[src/rtl/obstacle_gen.sv]
// obstacle_gen: schedules, scrolls and retires up to two obstacles and flags collisions with the dinosaur.
module obstacle_gen #(
    parameter int SCREEN_W = 160,
    parameter int OBS_W    = 4,
    parameter int OBS_H    = 8,
    parameter int DINO_X   = 20,
    parameter int DINO_W   = 6,
    parameter int MIN_GAP  = 40
) (
    input  logic       Clock,
    input  logic       resetn,
    input  logic       tick,
    input  logic       enable,
    input  logic       clear,
    input  logic [7:0] dino_y,
    output logic       gen,
    output logic       lose,
    output logic [1:0] obs_valid,
    output logic [7:0] obs0_x,
    output logic [7:0] obs1_x,
    output logic [7:0] passed
);
    localparam logic [7:0] SPAWN_X = 8'(SCREEN_W - 1);
    localparam logic [7:0] GAP     = 8'(MIN_GAP);
    localparam logic [8:0] XHI     = 9'(DINO_X + DINO_W - 1);
    localparam logic [8:0] XLO     = 9'(DINO_X);
    localparam logic [8:0] OW      = 9'(OBS_W);

    logic [7:0] lfsr, cnt, x0m, x1m, psat, reload;
    logic [8:0] sum;
    logic [1:0] ret, free;
    logic       active, spawn, s0, s1, hit;

    // x + OBS_W - 1 >= DINO_X rewritten as x + OBS_W > DINO_X to stay unsigned
    function automatic logic ov(input logic [7:0] x);
        return {1'b0, x} <= XHI && {1'b0, x} + OW > XLO;
    endfunction

    always_comb begin
        ret    = obs_valid & {obs1_x == 8'd0, obs0_x == 8'd0};
        free   = ~obs_valid | ret;
        active = tick && enable && !lose && !clear;
        spawn  = active && cnt <= 8'd1 && |free;
        s0     = spawn && free[0];
        s1     = spawn && !free[0];
        hit    = dino_y < 8'(OBS_H) && |(obs_valid & {ov(obs1_x), ov(obs0_x)});
        sum    = {1'b0, passed} + 9'(ret[0]) + 9'(ret[1]);
        psat   = sum[8] ? 8'hFF : sum[7:0];
        x0m    = obs_valid[0] && obs0_x != 8'd0 ? obs0_x - 8'd1 : obs0_x;
        x1m    = obs_valid[1] && obs1_x != 8'd0 ? obs1_x - 8'd1 : obs1_x;
        reload = GAP + {3'b000, lfsr[4:0]};
    end

    always_ff @(posedge Clock or negedge resetn) begin
        if (!resetn) begin
            lfsr      <= 8'hA5;
            gen       <= 1'b0;
            lose      <= 1'b0;
            obs_valid <= 2'b00;
            obs0_x    <= 8'd0;
            obs1_x    <= 8'd0;
            passed    <= 8'd0;
            cnt       <= GAP;
        end else begin
            lfsr <= {lfsr[6:0], lfsr[7] ^ lfsr[5] ^ lfsr[4] ^ lfsr[3]};
            gen  <= spawn;
            if (clear) begin
                lose      <= 1'b0;
                obs_valid <= 2'b00;
                obs0_x    <= 8'd0;
                obs1_x    <= 8'd0;
                passed    <= 8'd0;
                cnt       <= GAP;
            end else begin
                lose <= lose | hit;
                if (active) begin
                    // a slot retiring this tick is already counted free, so a pending spawn reuses it
                    obs_valid <= (obs_valid & ~ret) | {s1, s0};
                    obs0_x    <= s0 ? SPAWN_X : x0m;
                    obs1_x    <= s1 ? SPAWN_X : x1m;
                    passed    <= psat;
                    cnt       <= spawn ? reload : (cnt != 8'd0 ? cnt - 8'd1 : 8'd0);
                end
            end
        end
    end
endmodule

[config.mk]
export PLATFORM = sky130hd
export DESIGN_NAME = obstacle_gen
export DESIGN_NICKNAME = d
export VERILOG_FILES = /design/src/rtl/obstacle_gen.sv
export SDC_FILE = /design/constraint.sdc
export NUM_CORES = 1
export LEC_CHECK = 0
export BUFFER_PORTS_ARGS = -buffer_cell sky130_fd_sc_hd__buf_2
export CAP_MARGIN = 20
export CORE_ASPECT_RATIO = 1.5
export CORE_MARGIN = 2
export CORE_UTILIZATION = 57
export CTS_CLUSTER_DIAMETER = 60
export DETAILED_ROUTE_END_ITERATION = 7
export PLACE_DENSITY = 0.8
export SLEW_MARGIN = 30
export SYNTH_ARGS = -nofsm -noshare
export SYNTH_HDL_FRONTEND = slang
export SYNTH_SLANG_ARGS = --single-unit
[constraint.sdc]
create_clock -name Clock -period 2.9 [get_ports Clock]
set_input_delay 0 -clock Clock [delete_from_list [all_inputs] [get_ports Clock]]
set_output_delay 0 -clock Clock [all_outputs]
set_load 0.03 [all_outputs]
==> results_dict.tcl, run 1 <==
set metrics [dict create \
    path_common_cell "ha_1" \
    grt_max_degree 30 \
    synth_common_cells "dfrtp_1 (38), nor2_1 (33), nand2_1 (19)" \
    p_leak_nw 1.447 \
    powerDensity_mw_per_mm2 364.3 \
    drc 0 \
    seqPwrFrac_pct 55.7 \
    initial_utilization_pct 59.45 \
    synthCells 287 \
    nFillCells 393 \
    path_cells "inv_1 -> ha_1 -> nand3b_1 -> nor2_1 -> fa_1 -> ha_1 -> and3_1 -> nand3_1 -> o21ai_0 -> a221oi_1" \
    crit_path_max_incr_delay_ns 0.49 \
    final_cells 397 \
    setup_viol 0 \
    place_inst 388 \
    area_growth_pct 15.06 \
    status "finished clean" \
    cts_buffers 5 \
    synthTopCellsByArea "dfrtp_1 (35%), ha_1 (7.4%), dfstp_2 (5.8%)" \
    avgViaCountPerCell 5.892 \
    yosys_warnings 0 \
    cts_max_path_buffers 2 \
    p_sw_share_pct 24.48 \
    grt_usage_pct 24.30 \
    clk_latency_ns 0.30 \
    clock-sinks 44 \
    ant_nets 0 \
    dieWidth_um 60.20 \
    place_congestion 0.8522 \
    async_reset_ff_share_pct 100.0 \
    cp_data_required_time_ns 3.10 \
    design_area_mm2 0.003107 \
    synth-seq-cells 44 \
    arrival_ns 2.78 \
    cts-root-buf "clkbuf_8" \
    wire_per_inst_um 14.87 \
    worstSetupPathType "reg -> reg" \
    ys.flop_type "dfrtp_1" \
    yosysSeqAreaShare_pct 41.06 \
    placed_cell_area_mm2 0.003002 \
    design.die.area_mm2 0.005315 \
    power.switching_uw 277.1 \
    h-tree-depth 2 \
    p_comb_share_pct 8.9 \
    path_delay_family "adder cells" \
    rsz0062_at_grt "no" \
    worst_setup_path_end_kind "flip-flop" \
    synth.top_cell.area_share_pct 35.22 \
    port-buffer-count 37 \
    ios 41 \
    r2r_slack_ns 0.31 \
    setup.worst_path.start_class "flip-flop" \
    drive_gt1_share_pct 23.12 \
    cts_tree "done" \
    finClkSkew_ns 0.01009 \
    setup_slack_ns 0.3115 \
    slowest_stage "dfrtp_1" \
    drt_iter0_drc 114 \
    n_antenna_cell 0 \
    clkPwrFrac_pct 35.3 \
    fin_crit_ns 2.588 \
    core_area_mm2 0.004542 \
    timing.slew.headroom_pct 57.92 \
    grt_pass1_vias 2159 \
    maxSlewViolCount 0 \
    p_total_mw 1.132 \
    synth_area_per_cell_um2 9.408 \
    die_h_um 88.30 \
    netlist_area_mm2 0.002700 \
    yosysMostFrequentCell "dfrtp_1" \
    period_share_pct 89.26 \
    overflow 0 \
    hpwlAfterDp_um 4316 \
    clkTransAtPathRegs_ns 0.08 \
    drtPass1Iterations 4 \
    preCtsSetupSlack_ns 0.2321 \
    tns_ns 0 \
    synth.distinct_cells 62 \
    hp-class "in -> reg" \
    worst_slew_pin_slew_ns 0.6284 \
    hold_violations 0 \
    synth_enable_flop_cells 0 \
    num_vias 2339 \
    antenna_found_initial 0 \
    vdd_drop_max_uv 248.9 \
    maxCapViolCount 0 \
    wirelength_um 5905 \
    grt_pass1_wl_um 9998 \
    placementRows 30 \
    layout.nets 362 \
    clock.fmax_mhz 386.3 \
    syn_nets 317 \
    worstPathMaxFanout 9 \
    yosys.area.top_type "dfrtp_1" \
    internal-power_uw 854.7 \
    path_buf_inv 1 \
]
==> cell type report <==
| type | count | area [µm²] | area share (%) |
|---|---|---|---|
| multi-input cells | 217 | 1484 | 47.76 |
| flip-flops and latches | 44 | 1109 | 35.68 |
| repair buffers | 47 | 275.3 | 8.860 |
| clock buffers | 8 | 90.09 | 2.900 |
| well taps | 64 | 80.08 | 2.578 |
| inverters | 17 | 68.82 | 2.215 |
==> power by group through the flow <==
| stage | clock network, mW | logic, mW | registers [mW] |
|---|---|---|---|
| global route | 0.433 | 0.114 | 0.632 |
| CTS | 0.408 | 0.102 | 0.630 |
| global placement | 0 | 0.0947 | 0.642 |
| detailed placement | 0 | 0.101 | 0.642 |
| finish | 0.400 | 0.101 | 0.631 |
| floorplan | 0 | 0.0587 | 0.644 |
==> worst paths after layout <==
path / from / to / depth (start not counted)
worst max-delay path: obs0_x[2] / passed[4] / 10
min in group asynchronous: resetn / obs0_x[5] / 2
worst min-delay path: enable / cnt[1] / 3
worst min register to register: lfsr[6] / lfsr[7] / 0
max in group asynchronous: resetn / lfsr[7] / 3
worst max register to register: obs0_x[2] / passed[4] / 10
==> stage by stage <==
stage               util, %  hold slack, ns
floorplan                 -         -0.2956
global placement      65.65          0.2095
detailed placement    66.09        -0.01386
CTS                   68.29         0.06358
global route          68.40         0.08128
finish                68.40         0.07076
==> worst reg2reg max path, stage by stage, from the launching register on <==
cell,delay [ns]
dfrtp_1,0.49
inv_1,0.14
ha_1,0.24
nand3b_1,0.22
nor2_1,0.10
fa_1,0.40
ha_1,0.22
and3_1,0.24
nand3_1,0.10
o21ai_0,0.08
a221oi_1,0.26
==> routing by layer <==
layer	routed length, µm	GRT usage (%)	up-vias	part of all wire, %
met4	50	5.657	0	0.85
met5	0	0	-	0
met3	184	3.070	4	3.1
li1	-	-	1150	-
met2	3146	43.08	48	53
met1	2524	31.13	1137	43
==> timing repair <==
action / in CTS / in global routing
endpoints found under the setup margin: 0 / 1
hold buffers: 1 / 0
resized for setup: 0 / 1
endpoints found under the hold margin: 17 / 0
buffers inserted: 0 / 0
==> cell families after synthesis <==
group | share of synthesized area (%)
XOR/XNOR | 1.622
buffers and inverters | 4.171
flip-flops | 41.06
AO/OA/AOI/OAI | 22.29
multiplexers | 1.112
adder cells (fa/ha/maj) | 8.156
AND/OR/NAND/NOR | 21.59
==> state kept, by name (all words and copies together) (netlist names) <==
| signal | cells |
|---|---|
| obs1_x | 8 |
| cnt | 8 |
| passed | 8 |
| obs_valid | 2 |
| lfsr | 8 |
| lose | 1 |
| obs0_x | 8 |
| gen | 1 |
==> cell usage in the layout, fill, tap and decap left out, types with 2 or more instances in the layout <==
cell type  Yosys  final
dfrtp_1       38     38
buf_2          2     37
nor2_1        33     33
nand2_1       19     19
o21ai_0       17     17
inv_1         16     16
ha_1          16     16
a21oi_1       15     15
nand3_1       12     12
a211oi_1      12     12
nor3_1        10      9
buf_4          0      8
or3_1          7      7
clkbuf_8       0      6
dfstp_2        6      6
xnor2_1        4      4
nor4_1         4      4
nand2b_1       4      4
a311oi_1       4      4
a21o_1         3      3
and2_1         3      3
nor4b_1        3      3
mux2i_1        3      3
o21a_1         2      2
nand3b_1       2      2
or4_4          2      2
a2bb2oi_1      2      2
a31oi_1        2      2
o31a_1         2      2
o211ai_1       2      2
a221oi_2       2      2
o21ai_1        2      2
o21bai_1       2      2
a221oi_1       2      2
clkbuf_1       5      2
Power figures use the tool's default switching activity.
==> run 2, diff against run 1 <==
==> constraint.sdc (replaced) <==
create_clock -name Clock -period 2.9 [get_ports Clock]
set_input_delay 0.58 -clock Clock [delete_from_list [all_inputs] [get_ports Clock]]
set_output_delay 0.58 -clock Clock [all_outputs]
set_load 0.03 [all_outputs]
==> run 2 against run 1 <==
  * Worst hold slack gained 0.17 ns
  * Total power grew 0.30%
  * Global-route usage grew 0.39 points
  * Clock-buffer cell count shrank 2
==> results_dict.tcl, run 2 (synthesis results as in run 1) <==
set metrics [dict create \
    status "finished clean" \
    fin_crit_ns 2.554 \
    vdd_drop_max_uv 361.9 \
    avgViaCountPerCell 5.963 \
    design.die.area_mm2 0.005315 \
    arrival_ns 2.76 \
    wirelength_um 6080 \
    hold_violations 0 \
    clock.fmax_mhz 391.5 \
    h-tree-depth 2 \
    p_leak_nw 1.483 \
    r2r_slack_ns 0.35 \
    cts_buffers 5 \
    overflow 0 \
    port-buffer-count 37 \
    wire_per_inst_um 15.12 \
    die_h_um 88.30 \
    core_area_mm2 0.004542 \
    setup_viol 0 \
    clock-sinks 44 \
    tns_ns 0 \
    period_share_pct 88.08 \
    mostFrequentLayoutCells "dfrtp_1 (38), buf_2 (37), nor2_1 (33)" \
    maxSlewViolCount 0 \
    maxCapViolCount 0 \
    place_congestion 0.8192 \
    seqPwrFrac_pct 55.6 \
    antenna_found_initial 0 \
    p_comb_share_pct 9.2 \
    drc 0 \
    drt_iter0_drc 117 \
    initial_utilization_pct 59.45 \
    cts_tree "done" \
    ant_nets 0 \
    n_antenna_cell 0 \
    nFillCells 380 \
    setup.worst_path.start_class "flip-flop" \
    drive_gt1_share_pct 25.15 \
    clkPwrFrac_pct 35.2 \
    ios 41 \
    cts-root-buf "clkbuf_8" \
    finalCoreUtilization_pct 69.39 \
    grt_usage_pct 24.69 \
    hp-class "in -> async" \
    timing.slew.headroom_pct 60.81 \
    clkTransAtPathRegs_ns 0.09 \
    grt_pass1_wl_um 10030 \
    power.switching_uw 282.6 \
    num_vias 2397 \
    placementRows 30 \
    grt_max_degree 29 \
    p_sw_share_pct 24.90 \
    area_growth_pct 16.73 \
    final_common_cell "dfrtp_1" \
    grt_pass1_vias 2218 \
    layout.nets 367 \
    finClkSkew_ns 0.01224 \
    worst_setup_path_end_kind "flip-flop" \
    hpwlAfterDp_um 4482 \
    cp_data_required_time_ns 3.11 \
    powerDensity_mw_per_mm2 360.2 \
    worst_slew_pin_slew_ns 0.5853 \
    drtPass1Iterations 4 \
    worstSetupPathType "reg -> reg" \
    dieWidth_um 60.20 \
    clk_latency_ns 0.30 \
    internal-power_uw 852.6 \
    cts_max_path_buffers 2 \
    hold_slack_ns 0.2427 \
    worstPathMaxFanout 5 \
    rsz0062_at_grt "no" \
]
## run 2: cell count changes in the layout (fill, tap and decap cells not counted), sizes merged
cell and change:
dlygate4sd3 -1, clkinv +2, clkbuf -2, buf +6
## run 2: cell type report
type | count | area, µm² | share of cell area (%)
multi-input cells | 217 | 1484 | 47.08
flip-flops and latches | 44 | 1109 | 35.17
repair buffers | 52 | 317.8 | 10.08
clock buffers | 6 | 82.58 | 2.620
well taps | 64 | 80.08 | 2.541
inverters | 17 | 68.82 | 2.183
clock inverters | 2 | 10.01 | 0.3176
## run 2: what timing repair did
item,CTS,global route
setup buffers,0,0
hold buffers,0,0
resized for setup,0,1
setup endpoints to repair,0,1
## run 2: per-stage QoR
stage | setup slack [ns] | instances | area (µm²) | power (mW)
2_1_floorplan | 0.1103 | 287 | 2700 | 0.7029
3_3_place_gp | 0.2488 | 393 | 3027 | 0.7388
3_5_place_dp | 0.2285 | 394 | 3054 | 0.7473
4_1_cts | 0.1864 | 402 | 3147 | 1.144
5_1_grt | 0.1116 | 402 | 3152 | 1.186
6_report | 0.3457 | 402 | 3152 | 1.135
## run 2: worst max-delay path: stages, from the launching register on
cell and delay (ns):
dfrtp_1 0.38, or4_1 0.61, nor3_2 0.23, fa_1 0.24, ha_1 0.19, and3_1 0.18
nand4_1 0.20, a21oi_1 0.18, nor2_1 0.05, a211oi_1 0.20
## run 2: final timing paths
| check | from | endpoint | cells after the start |
|---|---|---|---|
| worst max-delay path | obs1_x[5] | passed[3] | 9 |
| worst min-delay path | resetn | obs0_x[3] | 1 |
| worst max register to register | obs1_x[5] | passed[3] | 9 |
| worst min register to register | lfsr[6] | lfsr[7] | 0 |
| max in group asynchronous | resetn | lfsr[0] | 2 |
| min in group Clock | lfsr[6] | lfsr[7] | 0 |
## run 2: metal layers
| metal | GRT usage (%) | vias up | routed length, µm |
|---|---|---|---|
| li1 | - | 1159 | - |
| met4 | 7.475 | 0 | 81 |
| met5 | 0 | - | 0 |
| met2 | 43.58 | 60 | 3196 |
| met3 | 3.070 | 6 | 245 |
| met1 | 30.99 | 1172 | 2556 |
## run 2: power groups by stage
stage          sequential (mW)  clock, mW  combinational [mW]
2_1_floorplan            0.644          0              0.0587
3_3_place_gp             0.642          0              0.0969
3_5_place_dp             0.642          0               0.105
4_1_cts                  0.631      0.409               0.105
5_1_grt                  0.632      0.437               0.117
6_report                 0.631      0.400               0.105
==> run 3, diff against run 2 <==
Settings changed: CAP_MARGIN 20 to 10, RECOVER_POWER set to 25, SLEW_MARGIN 30 to 20.
==> run 3 against run 2 <==
  * Die area unchanged
  * Setup slack lost 0.026 ns
  * Fmax fell by 1.0%
  * Clock-buffer cell count unchanged
  * Critical endpoint unchanged
==> results_dict.tcl, run 3 (synthesis results as in run 1) <==
set metrics [dict create \
    min_to "lfsr[7]" \
    cts_tree "done" \
    startpoint "obs1_x[5]" \
    hpwlAfterDp_um 4415 \
    tns_ns 0 \
    clk_latency_ns 0.30 \
    slowest_stage "or4_1" \
    ios 41 \
    layout.nets 367 \
    clkTransAtPathRegs_ns 0.09 \
    port-buffer-count 37 \
    r2r_slack_ns 0.32 \
    hp-class "reg -> reg" \
    status "finished clean" \
    grt_usage_pct 25.04 \
    grt_pass1_vias 2316 \
    setup_viol 0 \
    met3_usage_pct 3.216 \
    overflow 0 \
    worst_slew_pin_slew_ns 1.473 \
    drtPass1Iterations 4 \
    arrival_ns 2.79 \
    cts_max_path_buffers 2 \
    worstHoldStart "lfsr[6]" \
    grt_pass1_wl_um 10200 \
    antenna_found_initial 0 \
    rsz0062_at_grt "no" \
    worstSetupPathType "reg -> reg" \
    place_inst 393 \
    final_common_cell "dfrtp_1" \
    ant_nets 0 \
    maxSlewViolCount 0 \
    clock-sinks 44 \
    core_area_mm2 0.004542 \
    finClkSkew_ns 0.01307 \
    clock.fmax_mhz 387.5 \
    h-tree-depth 2 \
    crit_path_max_incr_delay_ns 0.61 \
    dieWidth_um 60.20 \
    cts_buffers 5 \
    fin_crit_ns 2.580 \
    worst_setup_path_end_kind "flip-flop" \
    busiest_layer "met2" \
    wire_per_inst_um 15.17 \
    timing.rr.end "passed[3]" \
    powerDensity_mw_per_mm2 362.4 \
    mostFrequentLayoutCells "dfrtp_1 (38), buf_2 (36), nor2_1 (33)" \
    r2r-start "obs1_x[5]" \
    worstPathMaxFanout 5 \
    cp_data_required_time_ns 3.11 \
    die_h_um 88.30 \
    setup.worst_path.start_class "flip-flop" \
    use_met2_pct 44.86 \
    timing.slew.headroom_pct 1.827 \
    vdd_drop_max_uv 385.1 \
    placementRows 30 \
    n_antenna_cell 0 \
    grt_max_degree 45 \
    avgViaCountPerCell 5.908 \
    path_cells "or4_1 -> nor3_2 -> fa_1 -> ha_1 -> and3_1 -> nand4_1 -> a21oi_1 -> nor2_1 -> a211oi_1" \
    hold_depth 0 \
    initial_utilization_pct 59.45 \
    cts-root-buf "clkbuf_8" \
    area_growth_pct 15.80 \
    p_leak_nw 1.469 \
    drt_iter0_drc 142 \
    num_vias 2375 \
    ff2ff_path_depth 9 \
    drc 0 \
    design.die.area_mm2 0.005315 \
    postCtsHoldBufs 0 \
    drive_gt1_share_pct 23.96 \
    final_cells 402 \
    period_share_pct 88.98 \
    cts_setup_buffers 0 \
    hold_violations 0 \
    place_congestion 0.8192 \
    maxCapViolCount 0 \
    wirelength_um 6097 \
    grt_util_met1_pct 30.65 \
    cts-resized-gates 0 \
]
run 3: cell count changes in the layout (fill, tap and decap cells not counted), sizes merged:
cell	before	now
clkbuf	6	8
buf	52	50
run 3: layer usage:
layer  up-vias  share of wire [%]
met1      1166                 43
met4         0                1.2
met5         -                  0
met2        43                 52
met3         5                3.0
li1       1161                  -
run 3: final cells by class:
type / instances / area, µm²
clock buffer: 6 / 82.58
clock inverter: 2 / 10.01
fill: 377 / 1415
inverter: 17 / 68.82
multi-input combinational: 217 / 1484
sequential: 44 / 1109
tap: 64 / 80.08
timing repair buffer: 52 / 292.8
run 3: worst max path at each step:
| stage | to | slack [ns] | cells after the start |
|---|---|---|---|
| after floorplan | passed[3] | 0.11 | 10 |
| after global placement | passed[3] | 0.25 | 9 |
| after detailed placement | passed[3] | 0.21 | 9 |
| after CTS | passed[3] | 0.18 | 9 |
| after global routing | passed[1] | 0.11 | 8 |
| final | passed[3] | 0.32 | 9 |
run 3: worst max-delay path, delay by kind of cell (launching register included):
kind	cells	cell delay, ns
AOI/OAI and AO/OA	2	0.39
and+or+nand+nor	5	1.29
adders and majority gates	2	0.43
DFF	1	0.38
run 3: power breakdown:
group	total [mW]	internal [mW]	switching, mW	leakage (nW)
registers	0.631	0.622	0.00909	0.590
clock network	0.401	0.190	0.211	0.0510
logic	0.101	0.0369	0.0640	0.828
total	1.13	0.849	0.284	1.47
run 3: stage by stage:
stage	setup WS (ns)	instance area, µm²	hold slack (ns)	power [mW]	util, %
2_1_floorplan	0.1103	2700	0.2844	0.7029	-
3_3_place_gp	0.2488	3027	0.3413	0.7388	66.64
4_1_cts	0.1800	3119	0.3710	1.138	68.68
6_report	0.3196	3127	0.3638	1.133	68.84
5_1_grt	0.1058	3127	0.3833	1.176	68.84
3_5_place_dp	0.2137	3027	0.3442	0.7429	66.64
